===== src/rtl/instr_fetch.sv =====
// Instruction fetch unit: issues word reads to instruction memory, buffers the
// returned words in order and hands {instr, instr_pc} to the decoder.
module instr_fetch #(
    parameter logic [31:0] RESET_PC   = 32'h0000_0000,
    parameter int          FIFO_DEPTH = 2
) (
    input  logic        clk,
    input  logic        rst,
    output logic        imem_req_valid,
    input  logic        imem_req_ready,
    output logic [31:0] imem_req_addr,
    input  logic        imem_resp_valid,
    input  logic [31:0] imem_resp_data,
    input  logic        redirect_valid,
    input  logic [31:0] redirect_pc,
    output logic        instr_valid,
    input  logic        instr_ready,
    output logic [31:0] instr,
    output logic [31:0] instr_pc
);
    localparam int CW = $clog2(FIFO_DEPTH + 1);
    localparam int PW = $clog2(FIFO_DEPTH);

    logic [31:0]   fetch_pc;
    logic [31:0]   resp_pc;
    logic [31:0]   buf_data [FIFO_DEPTH];
    logic [31:0]   buf_pc   [FIFO_DEPTH];
    logic [PW-1:0] wr_ptr;
    logic [PW-1:0] rd_ptr;
    logic [CW-1:0] fifo_count;
    logic [CW-1:0] outstanding;
    logic [CW-1:0] drop_cnt;
    logic          started;
    logic [CW:0]   credit;
    logic [31:0]   redirect_aligned;
    logic          accept;
    logic          keep;
    logic          pop;

    // Credits count both in-flight and buffered words, so a returning
    // response always has a FIFO slot waiting for it.
    assign credit           = {1'b0, outstanding} + {1'b0, fifo_count};
    assign redirect_aligned = redirect_pc & 32'hFFFF_FFFC;

    assign imem_req_valid = started && !redirect_valid
                            && (credit < (CW+1)'(FIFO_DEPTH));
    assign imem_req_addr  = fetch_pc;
    assign accept         = imem_req_valid && imem_req_ready;
    assign keep           = imem_resp_valid && (drop_cnt == '0) && !redirect_valid;

    assign instr_valid = (fifo_count != '0) && !redirect_valid;
    assign pop         = instr_valid && instr_ready;
    assign instr       = buf_data[rd_ptr];
    assign instr_pc    = buf_pc[rd_ptr];

    always_ff @(posedge clk or posedge rst) begin
        if (rst) begin
            started     <= 1'b0;
            fetch_pc    <= RESET_PC;
            resp_pc     <= RESET_PC;
            wr_ptr      <= '0;
            rd_ptr      <= '0;
            fifo_count  <= '0;
            outstanding <= '0;
            drop_cnt    <= '0;
            for (int i = 0; i < FIFO_DEPTH; i++) begin
                buf_data[i] <= '0;
                buf_pc[i]   <= '0;
            end
        end else begin
            if (imem_resp_valid)
                assert (outstanding != '0) else $error("instr_fetch: response with nothing outstanding");
            if (keep)
                assert (fifo_count != CW'(FIFO_DEPTH)) else $error("instr_fetch: push to full buffer");

            started <= 1'b1;
            if (redirect_valid) begin
                // Every fetch still in flight belongs to the old path; a
                // response arriving right now is discarded as well.
                fetch_pc    <= redirect_aligned;
                resp_pc     <= redirect_aligned;
                wr_ptr      <= '0;
                rd_ptr      <= '0;
                fifo_count  <= '0;
                outstanding <= outstanding - CW'(imem_resp_valid);
                drop_cnt    <= outstanding - CW'(imem_resp_valid);
            end else begin
                if (accept)
                    fetch_pc <= fetch_pc + 32'd4;
                outstanding <= outstanding + CW'(accept) - CW'(imem_resp_valid);
                if (imem_resp_valid && (drop_cnt != '0))
                    drop_cnt <= drop_cnt - CW'(1);
                if (keep) begin
                    buf_data[wr_ptr] <= imem_resp_data;
                    buf_pc[wr_ptr]   <= resp_pc;
                    wr_ptr           <= wr_ptr + PW'(1);
                    resp_pc          <= resp_pc + 32'd4;
                end
                if (pop)
                    rd_ptr <= rd_ptr + PW'(1);
                fifo_count <= fifo_count + CW'(keep) - CW'(pop);
            end
        end
    end
endmodule


===== config.mk =====
export PLATFORM = sky130hd
export DESIGN_NAME = instr_fetch
export DESIGN_NICKNAME = d
export VERILOG_FILES = /design/src/rtl/instr_fetch.sv
export SDC_FILE = /design/constraint.sdc
export NUM_CORES = 1
export LEC_CHECK = 0
export CORE_ASPECT_RATIO = 0.6
export CORE_MARGIN = 2
export CORE_UTILIZATION = 45
export CTS_BUF_LIST = sky130_fd_sc_hd__clkbuf_16
export CTS_CLUSTER_DIAMETER = 50
export DETAILED_ROUTE_END_ITERATION = 10
export GPL_ROUTABILITY_DRIVEN = 1
export PLACE_DENSITY = 0.81
export REMOVE_ABC_BUFFERS = 1
export SLEW_MARGIN = 20
export SYNTH_ARGS = -nofsm -noshare
export SYNTH_HDL_FRONTEND = slang
export SYNTH_SLANG_ARGS = --single-unit

===== constraint.sdc =====
create_clock -name clk -period 17.7 [get_ports clk]
set_clock_uncertainty 0.1 [all_clocks]
set_input_delay 2.655 -clock clk [delete_from_list [all_inputs] [get_ports clk]]
set_output_delay 2.655 -clock clk [all_outputs]
set_load 0.02 [all_outputs]

* Word-level counts from Yosys, hierarchy flattened
Cells that the tools add are included.
** Operators by class
- Add/sub/neg operators :: 11
- Order comparisons :: 4
- Muxes and demuxes :: 22
- Bitwise logic cells :: 3
- Reduce and logical (&&, ||, !) cells :: 18
** Operators with widths (number)
- 2-to-1 mux 32 bit :: 11
- bitwise mux 64 bit :: 2
- adder 32 x 3 -> 32 bit, second input constant :: 2
- demux 32 bit (select 1 bit) :: 1
- nonzero test 2 bit :: 6
- logical AND 1 bit :: 9
- 2-to-1 mux 2 bit :: 4
- subtractor 2 x 1 -> 2 bit :: 3
- adder 2 x 1 -> 2 bit :: 2
- >= comparator 2 bit, second input constant :: 2
- 2-to-1 mux 1 bit :: 4
- NOT 1 -> 2 bit :: 2
- adder 2 x 2 -> 3 bit :: 1
- < comparator 3 x 2 -> 1 bit, second input constant :: 1
- adder 1 bit, second input constant :: 2
- logical NOT 2 bit :: 1
- < comparator 2 x 1 -> 1 bit, second input constant :: 1
- AND reduction 2 bit :: 1
- subtractor 2 x 1 -> 2 bit, second input constant :: 1
- logical NOT 1 bit :: 1
- NOT 1 bit :: 1
** Storage, ports and cells
- Flip-flop bits (word level) :: 201
- Input port bits :: 70
- Output and inout port bits :: 98
- Logic and storage cells :: 70

* Longest topological paths before layout
- Word-level depth :: 7
- Gate-level depth with buffers :: 11
- Mapped depth without buffers :: 11

* Least setup slack after synthesis
No wires, ideal clock.
- Path type :: input port to output port
- Start :: in redirect_valid
- End :: out instr_valid
- Arrival time :: 3.302 ns
- Required time :: 14.945 ns
- Setup slack :: 11.643 ns
- Cell stages on the path :: 3
- Buffers on the path :: 2
- Cells stage by stage :: buf_6 -> clkbuf_1 -> nor2_1
** On the way
- Word-level cells in the longest chain between the ends :: 2
** Ends and longest elaborated chain
- start, declared :: line 14 : input logic redirect_valid,
- logical NOT 1 bit :: line 51 : assign instr_valid = (fifo_count != '0) && !redirect_valid;
- logical AND 1 bit :: line 51
- end, declared :: line 16 : output logic instr_valid,
Every way passes these cells.

* Worst setup path in the final report
- Start :: in redirect_valid
- End :: out imem_req_valid
** On the way
- Word-level cells in the longest chain between the ends :: 3
** Ends and longest elaborated chain
- logical NOT 1 bit :: line 45 : assign imem_req_valid = started && !redirect_valid
- logical AND 1 bit :: line 45
- logical AND 1 bit :: line 46 : && (credit < (CW+1)'(FIFO_DEPTH));
- end, declared :: line 9 : output logic imem_req_valid,
Every way passes these cells.

==> results.py <==
metrics = {
    "clock_tree": {
        "hold_buffers": 0,
        "cts_buffers": 17,
        "clk_latency_ps": 440,
        "clkSlewWorstSetupHoldPaths_ps": 70,
        "htree_levels": 4,
        "cts_setup_buffers": 0,
        "cts_repair_resize_count": 0,
        "cts_root_buf": "clkbuf_16",
        "cts_sinks": 193,
        "cts_buffer_depth": 2,
        "cts_tree": "done",
    },
    "hold_path": {
        "hp-class": "reg -> reg",
    },
    "placement": {
        "place_ws_ps": 10700,
        "port_buffers": 161,
        "hpwl_mm": 16.8,
        "gp_congestion": 0.863,
    },
    "synth": {
        "syn_avg_cell_area_um2": 12.2,
        "yosys_warnings": 0,
        "synth.top_cell.area_share_pct": 50.7,
        "ys_seq_elements": 193,
        "synthCells": 783,
        "syn-cell-area_mm2": 0.00952,
        "synthTopCellsByArea": "dfrtp_1 51%, mux2_2 24%, xnor2_1 2.1%, nand2_1 1.7%, nand4_1 1.6%",
        "ys.flop_type": "dfrtp_1",
        "synth_top_cell_by_area": "dfrtp_1",
        "synth-edff-count": 0,
        "yosysSeqAreaShare_pct": 50.7,
        "synth_cell_types": 56,
        "async_flop_share_pct": 100,
    },
    "die": {
        "pin_count": 168,
        "initial_core_util_pct": 45.6,
        "die_w_um": 192,
        "dieArea_mm2": 0.0224,
        "dieHeight_um": 117,
        "rows": 41,
        "coreArea_mm2": 0.0209,
    },
    "grt": {
        "grt_usage_pct": 22.5,
        "grt_max_degree": 115,
        "grt_overflow": 0,
        "grt_pass1_wl_mm": 37.9,
        "antenna_found_initial": 1,
        "grt_pass1_vias": 6782,
    },
    "sta": {
        "grt_setup_unrepaired": "false",
        "worst_pin_slew_ps": 1020,
        "slew_viol_final": 0,
        "period_share_pct": 39.5,
        "period_needed_ps": 7000,
        "fin_setup_tns_ps": 0,
        "setup_ws_ps": 10700,
        "finalHoldViolations": 0,
        "finalSetupViolCount": 0,
        "max_slew_margin_pct": 31.2,
        "fmax_ghz": 0.143,
    },
    "power_and_ir_drop": {
        "p_leak_nw": 4.93,
        "ir_drop_mv": 0.0901,
        "power_density_mw_per_mm2": 147,
    },
    "flow_run": {
        "drv_cap": 0,
    },
    "setup_path": {
        "cp-start-kind": "primary input",
        "r2r_slack_ps": 14210,
        "critPathArrivalTime_ps": 4240,
        "cp-end-kind": "primary output",
        "worstSetupPathType": "in -> out",
        "worstPathRequired_ps": 14950,
        "worstPathMaxFanout": 54,
    },
    "finish": {
        "regArea_mm2": 0.00483,
        "nFillCells": 1738,
        "area_growth_pct": 25.5,
        "multi_input_area_mm2": 0.00441,
        "drive_gt1_share_pct": 27.2,
        "num_antenna_cells": 0,
        "finalNetCount": 1006,
        "utilization_pct": 57.2,
    },
    "outcome": {
        "outcome": "finished clean",
    },
    "detailed_routing": {
        "wirelength_mm": 24.2,
        "ant_nets": 0,
        "drtIter0Drc": 625,
        "vias_per_cell": 5.75,
        "first_pass_iters": 8,
        "drc": 0,
        "wl_per_cell_um": 19.9,
        "vias": 7005,
    },
}
report_power, final:
part | total (W) | switching, W | internal (W)
Clock | 0.000399 | 0.000166 | 0.000233
Combinational | 0.000674 | 0.000302 | 0.000372
Sequential | 0.000683 | 0.0000948 | 0.000588
Total | 0.00176 | 0.000563 | 0.00119
cell families (layout without fill, tap and decap cells):
kind of cell	count (synthesis)	count (layout)	synth area share (%)
AND/OR/NAND/NOR	211	211	12.6
multiplexers	207	207	24.5
flip-flops	193	193	50.7
AO/OA/AOI/OAI	67	67	5.10
buffers and inverters	65	218	3.12
XOR/XNOR	29	29	2.67
adder cells (fa/ha/maj)	9	9	1.26
other	2	5	0.0789
cells in the mapped netlist, types with 9 or more instances:
cell / instances
nand4_1: 24
nor4_1: 14
inv_1: 16
xnor2_1: 23
nand3_1: 21
nor2_1: 33
clkbuf_1: 35
a31oi_1: 13
o31ai_1: 11
mux2_2: 205
dfrtp_1: 193
nand2_1: 43
nor3_1: 15
or4_1: 14
and4_1: 9
final timing paths:
kind                            cells past startpoint            from                 to
worst max-delay path                                4  redirect_valid     imem_req_valid
worst min-delay path                                1     buf_data[5]        buf_data[5]
worst max register to register                      8   fifo_count[0]  imem_req_addr[25]
worst min register to register                      1     buf_data[5]        buf_data[5]
max in group asynchronous                           3             rst             rd_ptr
min in group asynchronous                           2             rst        buf_data[5]
layout make-up:
cell class / count / area share [%]
Sequential cell: 193 / 40.5
Inverter: 17 / 0.597
Tap cell: 279 / 2.92
Multi-Input combinational cell: 528 / 36.9
Clock buffer: 17 / 3.56
Clock inverter: 14 / 1.47
Timing Repair Buffer: 170 / 14.1
state kept, by name (all words and copies together), names as in the netlist:
| signal | flops |
|---|---|
| buf_pc | 60 |
| resp_pc | 30 |
| imem_req_addr | 30 |
| wr_ptr | 1 |
| started | 1 |
| rd_ptr | 1 |
| fifo_count | 2 |
| buf_data | 64 |
| outstanding | 2 |
| drop_cnt | 2 |
layout by cell type (no fill, tap or decap), types with 4 or more instances in the layout:
master / n
and4_1: 9
mux2_2: 205
xnor2_1: 23
o311ai_0: 6
a31oi_1: 13
nor4_1: 14
a21oi_1: 5
nor3_1: 14
inv_1: 18
nor2b_1: 4
ha_1: 8
nand2_1: 42
o31ai_1: 11
o21ai_0: 8
nand4_1: 24
buf_4: 8
and3_1: 8
nand3_1: 21
conb_1: 5
a211oi_1: 7
nor2_1: 33
dfrtp_1: 192
clkbuf_16: 17
clkdlybuf4s50_1: 160
bufinv_16: 4
xor2_1: 6
or4_1: 14
stage by stage:
stage	power, W	instances	hold WS [ps]	instance area (um2)
global route	0.00186	1218	414	11900
CTS	0.00177	1218	403	11900
floorplan	0.00109	738	374	9300
detailed placement	0.00137	1187	387	11300
global placement	0.00134	1187	381	11300
finish	0.00176	1218	402	11900
critical path, stage by stage:
cell and delay, ps:
buf_2 90, buf_4 300, nor4b_4 500, clkdlybuf4s50_1 680
layer usage:
layer  track usage (%)  vias up  wire [um]
met5                 0        -          0
met4              5.54        0        282
met3              7.60       28       2400
met2              32.0      283      10100
met1              32.9     3520      11400
li1                  -     3174          -
No activity file was read; power rests on OpenSTA's default activity.
